`config.mk`:
```
export PLATFORM = sky130hd
export DESIGN_NAME = branch_predict_unit
export DESIGN_NICKNAME = d
export VERILOG_FILES = /design/src/rtl/branch_predict_unit_pkg.sv /design/src/rtl/branch_compare.sv /design/src/rtl/branch_predict_unit.sv
export SDC_FILE = /design/constraint.sdc
export NUM_CORES = 2
export LEC_CHECK = 0
export ABC_CLOCK_PERIOD_IN_PS = 8600
export CORE_MARGIN = 1
export CORE_UTILIZATION = 55
export CTS_BUF_LIST = sky130_fd_sc_hd__clkbuf_8
export DETAILED_ROUTE_END_ITERATION = 6
export PLACE_DENSITY_LB_ADDON = 0.1
export SKIP_LAST_GASP = 1
export SLEW_MARGIN = 10
export SYNTH_ARGS = -nofsm -noshare
export SYNTH_HDL_FRONTEND = slang
export SYNTH_SLANG_ARGS = --single-unit
```
`constraint.sdc`:
```
create_clock -name clk -period 8.6 [get_ports clk]
set_input_delay 2.58 -clock clk [delete_from_list [all_inputs] [get_ports clk]]
set_output_delay 2.58 -clock clk [all_outputs]
set_load 0.02 [all_outputs]
```
`src/rtl/branch_predict_unit_pkg.sv`:
```
// Shared branch codes and BHT helpers for the RV32I branch unit.
// Nine control-flow codes (including JALR) need a 4-bit branch code.
package branch_predict_unit_pkg;

  localparam int BR_W = 4;

  localparam logic [BR_W-1:0] BR_NONE = 4'd0;
  localparam logic [BR_W-1:0] BR_BEQ  = 4'd1;
  localparam logic [BR_W-1:0] BR_BNE  = 4'd2;
  localparam logic [BR_W-1:0] BR_BLT  = 4'd3;
  localparam logic [BR_W-1:0] BR_BGE  = 4'd4;
  localparam logic [BR_W-1:0] BR_BLTU = 4'd5;
  localparam logic [BR_W-1:0] BR_BGEU = 4'd6;
  localparam logic [BR_W-1:0] BR_JAL  = 4'd7;
  localparam logic [BR_W-1:0] BR_JALR = 4'd8;

  localparam logic [1:0] BHT_INIT = 2'b01;

  // Saturating 2-bit counter step: up on taken, down on not taken.
  function automatic logic [1:0] bht_train(input logic [1:0] ctr, input logic taken);
    logic [1:0] nxt;
    nxt = ctr;
    if (taken && ctr != 2'b11) nxt = ctr + 2'b01;
    else if (!taken && ctr != 2'b00) nxt = ctr - 2'b01;
    return nxt;
  endfunction

endpackage

```
`src/rtl/branch_compare.sv`:
```
// Combinational branch condition evaluation for the EX stage.
module branch_compare
  import branch_predict_unit_pkg::*;
#(
  parameter int XLEN = 32
) (
  input  logic [BR_W-1:0] ex_br,
  input  logic [XLEN-1:0] rs1,
  input  logic [XLEN-1:0] rs2,
  output logic            taken
);

  always_comb begin
    taken = 1'b0;
    case (ex_br)
      BR_BEQ:  taken = (rs1 == rs2);
      BR_BNE:  taken = (rs1 != rs2);
      BR_BLT:  taken = ($signed(rs1) < $signed(rs2));
      BR_BGE:  taken = ($signed(rs1) >= $signed(rs2));
      BR_BLTU: taken = (rs1 < rs2);
      BR_BGEU: taken = (rs1 >= rs2);
      BR_JAL:  taken = 1'b1;
      BR_JALR: taken = 1'b1;
      default: taken = 1'b0;
    endcase
  end

endmodule

```
`src/rtl/branch_predict_unit.sv`:
```
// Branch unit: BHT + tagged BTB prediction at IF, resolution, redirect and
// table training at EX, plus branch / misprediction performance counters.
module branch_predict_unit
  import branch_predict_unit_pkg::*;
#(
  parameter int XLEN        = 32,
  parameter int BHT_ENTRIES = 64,
  parameter int BTB_ENTRIES = 16,
  parameter int CNT_WIDTH   = 32
) (
  input  logic                 clk,
  input  logic                 rst_n,
  input  logic [XLEN-1:0]      if_pc,
  output logic                 pred_taken,
  output logic [XLEN-1:0]      pred_target,
  input  logic                 ex_valid,
  input  logic                 ex_stall,
  input  logic [BR_W-1:0]      ex_br,
  input  logic [XLEN-1:0]      ex_pc,
  input  logic [XLEN-1:0]      ex_rs1,
  input  logic [XLEN-1:0]      ex_rs2,
  input  logic [XLEN-1:0]      ex_imm,
  input  logic                 ex_pred_taken,
  input  logic [XLEN-1:0]      ex_pred_target,
  output logic                 redirect,
  output logic [XLEN-1:0]      redirect_pc,
  output logic [CNT_WIDTH-1:0] br_count,
  output logic [CNT_WIDTH-1:0] mispred_count
);

  localparam int BHT_IW = $clog2(BHT_ENTRIES);
  localparam int BTB_IW = $clog2(BTB_ENTRIES);
  localparam int TAG_W  = XLEN - BTB_IW - 2;
  localparam logic [XLEN-1:0]      PC_STEP = XLEN'(4);
  localparam logic [CNT_WIDTH-1:0] CNT_ONE = CNT_WIDTH'(1);

  logic [1:0]       bht        [BHT_ENTRIES];
  logic             btb_valid  [BTB_ENTRIES];
  logic [TAG_W-1:0] btb_tag    [BTB_ENTRIES];
  logic [XLEN-1:0]  btb_target [BTB_ENTRIES];
  logic             btb_jump   [BTB_ENTRIES];

  // IF-side lookup reads the arrays as they stand; same-cycle writes are not bypassed.
  logic [BHT_IW-1:0] if_bht_idx;
  logic [BTB_IW-1:0] if_btb_idx;
  logic [TAG_W-1:0]  if_tag;
  logic              if_hit;

  assign if_bht_idx  = if_pc[BHT_IW+1:2];
  assign if_btb_idx  = if_pc[BTB_IW+1:2];
  assign if_tag      = if_pc[XLEN-1:BTB_IW+2];
  assign if_hit      = btb_valid[if_btb_idx] && (btb_tag[if_btb_idx] == if_tag);
  assign pred_taken  = if_hit && (btb_jump[if_btb_idx] || bht[if_bht_idx][1]);
  assign pred_target = pred_taken ? btb_target[if_btb_idx] : (if_pc + PC_STEP);

  logic              ex_taken;
  logic              ex_active;
  logic              ex_is_cond;
  logic              ex_is_jump;
  logic              ex_mispred;
  logic [XLEN-1:0]   ex_jalr_sum;
  logic [XLEN-1:0]   ex_target;
  logic [XLEN-1:0]   ex_fallthru;
  logic [BHT_IW-1:0] ex_bht_idx;
  logic [BTB_IW-1:0] ex_btb_idx;
  logic [TAG_W-1:0]  ex_tag;

  branch_compare #(.XLEN(XLEN)) u_compare (
    .ex_br (ex_br),
    .rs1   (ex_rs1),
    .rs2   (ex_rs2),
    .taken (ex_taken)
  );

  // Codes above BR_JALR are undefined and treated like BR_NONE.
  assign ex_active   = ex_valid && !ex_stall && (ex_br != BR_NONE) && (ex_br <= BR_JALR);
  assign ex_is_jump  = (ex_br == BR_JAL) || (ex_br == BR_JALR);
  assign ex_is_cond  = (ex_br >= BR_BEQ) && (ex_br <= BR_BGEU);
  assign ex_jalr_sum = ex_rs1 + ex_imm;
  assign ex_target   = (ex_br == BR_JALR) ? {ex_jalr_sum[XLEN-1:1], 1'b0} : (ex_pc + ex_imm);
  assign ex_fallthru = ex_pc + PC_STEP;
  assign ex_mispred  = (ex_taken != ex_pred_taken) ||
                       (ex_taken && (ex_target != ex_pred_target));
  assign redirect    = ex_active && ex_mispred;
  assign redirect_pc = (ex_active && ex_taken) ? ex_target : ex_fallthru;

  assign ex_bht_idx  = ex_pc[BHT_IW+1:2];
  assign ex_btb_idx  = ex_pc[BTB_IW+1:2];
  assign ex_tag      = ex_pc[XLEN-1:BTB_IW+2];

  always_ff @(posedge clk or negedge rst_n) begin
    if (!rst_n) begin
      for (int i = 0; i < BHT_ENTRIES; i++) bht[i] <= BHT_INIT;
      for (int i = 0; i < BTB_ENTRIES; i++) begin
        btb_valid[i]  <= 1'b0;
        btb_tag[i]    <= '0;
        btb_target[i] <= '0;
        btb_jump[i]   <= 1'b0;
      end
      br_count      <= '0;
      mispred_count <= '0;
    end else begin
      if (ex_active) begin
        br_count <= br_count + CNT_ONE;
        if (ex_is_cond) bht[ex_bht_idx] <= bht_train(bht[ex_bht_idx], ex_taken);
        // Only taken instructions allocate; a not-taken branch leaves its entry alone.
        if (ex_taken) begin
          btb_valid[ex_btb_idx]  <= 1'b1;
          btb_tag[ex_btb_idx]    <= ex_tag;
          btb_target[ex_btb_idx] <= ex_target;
          btb_jump[ex_btb_idx]   <= ex_is_jump;
        end
      end
      if (redirect) mispred_count <= mispred_count + CNT_ONE;
    end
  end

endmodule

```
==> results.sh <==
export IMPL_cp_cell_sequence="clkdlybuf4s50_1, buf_4, ha_1, o21ai_0, nor2_1, o21a_1, o21ai_1, nor2b_1, a2111o_1, nand4_1, nor4b_4, o2111ai_2, nor4_4, buf_4, nor2_4, buf_6"
export IMPL_rows=120
export IMPL_drive_gt1_share_pct=34.5
export IMPL_nNetsFinal=6342
export IMPL_setup_viol=11
export IMPL_ys_seq_area_share_pct=48.7
export IMPL_hold_path_class="reg -> reg"
export IMPL_syn_avg_cell_area_sq_um=11.3
export IMPL_rr_worst_depth=10
export IMPL_synth_simple_gate_area_share_pct=10.7
export IMPL_r2r_end="bht[69]$_DFFE_PN0P_"
export IMPL_synthAdderAreaFrac_pct=2.22
export IMPL_max_cap_violations=0
export IMPL_drc=0
export IMPL_via_per_inst=6.09
export IMPL_post_route_period_util_pct=102
export IMPL_ys_warn_count=0
export IMPL_fin_crit_ns=8.81
export IMPL_grt_max_degree=190
export IMPL_tightest_slew_ns=1.19
export IMPL_status="finished, violations left"
export IMPL_drt_first_pass_iters=6
export IMPL_placed_cells=7187
export IMPL_syn_cell_area_sq_um=59300
export IMPL_critical_path_required_ns=6.02
export IMPL_finalSetupTns_ns=-0.432
export IMPL_fp_dieW_microns=330
export IMPL_dieArea_sq_um=109000
export IMPL_relSlewSlack_pct=19.9
export IMPL_area_growth_pct=25.2
export IMPL_finalHoldViolCount=0
export IMPL_synth_cell_types=84
export IMPL_io_buffers=330
export IMPL_vdd_drop_max_mv=0.150
export IMPL_crit_family="simple AND/OR/NAND/NOR gates"
export IMPL_synth_top_cell_area_share_pct=45.9
export IMPL_synth_top_family_by_area="multiplexers"
export IMPL_fp_coreArea_sq_um=107000
export IMPL_total_power_w=0.0133
export IMPL_cts_sinks=1152
export IMPL_synth_top_area_cell="dfrtp_1"
export IMPL_skew_ns=0.0182
export IMPL_stdcell_count=7595
export IMPL_ios=331
export IMPL_grt_first_pass_wirelength_mm=288
export IMPL_grt_overflow=0
export IMPL_drv_slew=0
export IMPL_grt_usage_pct=35.4
export IMPL_p_per_area_nw_per_um2=179
export IMPL_finalWirelength_mm=191
export IMPL_synthTopCellsByArea="dfrtp_1 (46%), mux4_2 (12%), mux2_2 (9.5%)"
export IMPL_hold_path_startpoint="btb_valid[6]$_DFFE_PN0P_"
export IMPL_syn_nets=5543
export IMPL_cts_hold_buf=0
export IMPL_antenna_found_initial=9
export IMPL_setup_ws_ns=-0.215
export IMPL_whs_path_depth=1
export IMPL_synth_xor_area_share_pct=3.27
export IMPL_final_fill_count=8047
export IMPL_synthCells=5238
export IMPL_ant_nets=0
export IMPL_slowest_stage="clkdlybuf4s50_1"
export IMPL_post_route_util_pct=69.4
export IMPL_clkLatencyLatePin_ns=0.86
export IMPL_vias=46200
export IMPL_cts_root_buf="clkbuf_8"
export IMPL_gp_congestion=0.959
export IMPL_cts_buffers=186
export IMPL_async_flop_share_pct=100
export IMPL_clockBufferDepth=3
export IMPL_max_freq_mhz=113
export IMPL_synth_compound_area_share_pct=9.84
export IMPL_synth_edf_count=0
export IMPL_initial_core_util_pct=55.4
export IMPL_r2r_slack_ns=5.38
export IMPL_crit_start="ex_imm[24]"
export IMPL_crit_type="in -> out"
export IMPL_hold_path_endpoint="btb_valid[6]$_DFFE_PN0P_"
export IMPL_wl_per_cell_microns=25.2
export IMPL_crit_path_start_kind="input pin"
export IMPL_hpwlAfterDp_mm=125
export IMPL_cp_data_arrival_time_ns=6.23
export IMPL_end_kind="output pin"
export IMPL_dp_slack_ns=-1.13
export IMPL_critPathMaxStageDelay_ns=0.54
export IMPL_ys_ff_latch=1152
export IMPL_rr_startpoint="bht[60]$_DFFE_PN1P_"
export IMPL_grt_pass1_vias=46600
export IMPL_p_leak_nw=34.7
export IMPL_die_h_microns=330
export IMPL_synthMuxAreaShare_pct=22.0
export IMPL_tritoncts="done"
export IMPL_path_clk_slew_ns=0.06
export IMPL_violations="negative setup slack"
export IMPL_crit_fanout=4
export IMPL_rsz0062_at_grt="yes"
export IMPL_cts_htree_levels=4
export IMPL_path_common_cell="buf_4"
export IMPL_synthFlopType="dfrtp_1"
export IMPL_drt_iter0_markers=3997
export IMPL_cp_buffers_inverters=4
[area by class of cell]
cell class                      instances  area [sq um]  share of cell area, %
Antenna cell                            2          5.00                0.00674
Clock inverter                        112           609                  0.821
Multi-Input combinational cell       3583         30000                   40.4
Sequential cell                      1152         28900                   38.9
Tap cell                             1403          1760                   2.36
Timing Repair Buffer                 1050          9550                   12.9
Inverter                               64           245                  0.330
Clock buffer                          229          3150                   4.24
[metrics by stage]
step | hold slack [ns] | cell area, sq um
global route | 0.477 | 74300
CTS | 0.462 | 73200
floorplan | 0.429 | 59300
detailed placement | 0.448 | 68500
global placement | 0.444 | 68500
finish | 0.463 | 74300
[report_power, final]
| group | switching (W) | leakage [nW] | internal [W] |
|---|---|---|---|
| Sequential | 0.000198 | 15.6 | 0.00578 |
| Combinational | 0.00141 | 16.8 | 0.00119 |
| Clock | 0.00226 | 2.23 | 0.00246 |
| Total | 0.00387 | 34.7 | 0.00943 |
[Yosys cell counts (7+ instances only)]
| cell | number |
|---|---|
| or4_1 | 7 |
| nand2b_1 | 27 |
| nor3_1 | 59 |
| ha_1 | 102 |
| nand2_1 | 808 |
| a21oi_1 | 120 |
| a211o_1 | 14 |
| and3_1 | 54 |
| nor3b_1 | 19 |
| nor4_1 | 16 |
| a22oi_1 | 74 |
| and4_1 | 8 |
| nand3_1 | 94 |
| nor2_1 | 144 |
| clkbuf_1 | 379 |
| a211oi_1 | 14 |
| mux2i_1 | 17 |
| buf_2 | 16 |
| or3_1 | 15 |
| nor2b_1 | 11 |
| dfrtp_1 | 1088 |
| a221oi_1 | 13 |
| inv_1 | 62 |
| xor2_1 | 90 |
| o211ai_1 | 10 |
| nand4_1 | 87 |
| dfstp_2 | 64 |
| xnor2_1 | 124 |
| mux2_2 | 498 |
| o21ai_1 | 9 |
| buf_1 | 44 |
| nand3b_1 | 9 |
| o21bai_1 | 9 |
| o21ai_0 | 656 |
| a21o_1 | 20 |
| o21a_1 | 14 |
| and2_1 | 17 |
| mux4_2 | 321 |
| nor4b_1 | 7 |
[registers in the layout, indices dropped and copies added, names as in the netlist]
name and cells:
btb_target 512, btb_tag 416, bht 128, br_count 32, mispred_count 32, btb_jump 16, btb_valid 16
[layer usage]
layer  global-route usage (%)  part of all wire, %  routed length, microns
met5                        0                0.036                      69
met4                     14.4                  4.3                    8260
met3                     6.74                  7.6                   14600
met2                     56.4                   47                   89800
met1                     48.2                   41                   78500
[repair_timing]
item | CTS | global route
setup endpoints to repair | 65 | 64
pin swaps | 49 | 71
setup buffers | 29 | 30
gates resized for setup | 339 | 193
cloned | 6 | 3
[cell families (layout without fill, tap and decap cells)]
family,after synthesis,after routing
XOR/XNOR,217,217
other,0,2
multiplexers,839,839
flip-flops,1152,1152
AO/OA/AOI/OAI,1022,1022
AND/OR/NAND/NOR,1401,1401
buffers and inverters,503,1455
adder cells (fa/ha/maj),104,104
[layout by cell type (no fill, tap or decap), drive strengths merged, types with 27 or more instances in the layout]
| master | count |
|---|---|
| dfrtp | 1088 |
| nand2 | 808 |
| buf | 762 |
| o21ai | 665 |
| mux2 | 499 |
| mux4 | 321 |
| clkbuf | 234 |
| clkdlybuf4s50 | 178 |
| inv | 151 |
| nor2 | 144 |
| xnor2 | 124 |
| a21oi | 120 |
| ha | 102 |
| nand3 | 94 |
| xor2 | 90 |
| nand4 | 87 |
| a22oi | 74 |
| dfstp | 64 |
| dlygate4sd2 | 62 |
| nor3 | 59 |
| and3 | 54 |
| dlymetal6s2s | 39 |
| nand2b | 27 |
[worst max path at each step]
stage / slack (ns) / depth (start not counted) / to
floorplan: 0.03 / 11 / pred_target[0]
global placement: -1.08 / 15 / redirect
CTS: -0.27 / 18 / redirect
detailed placement: -1.13 / 16 / redirect
global route: -0.26 / 16 / redirect
finish: -0.21 / 16 / redirect
(Power assumes the default switching activity.)
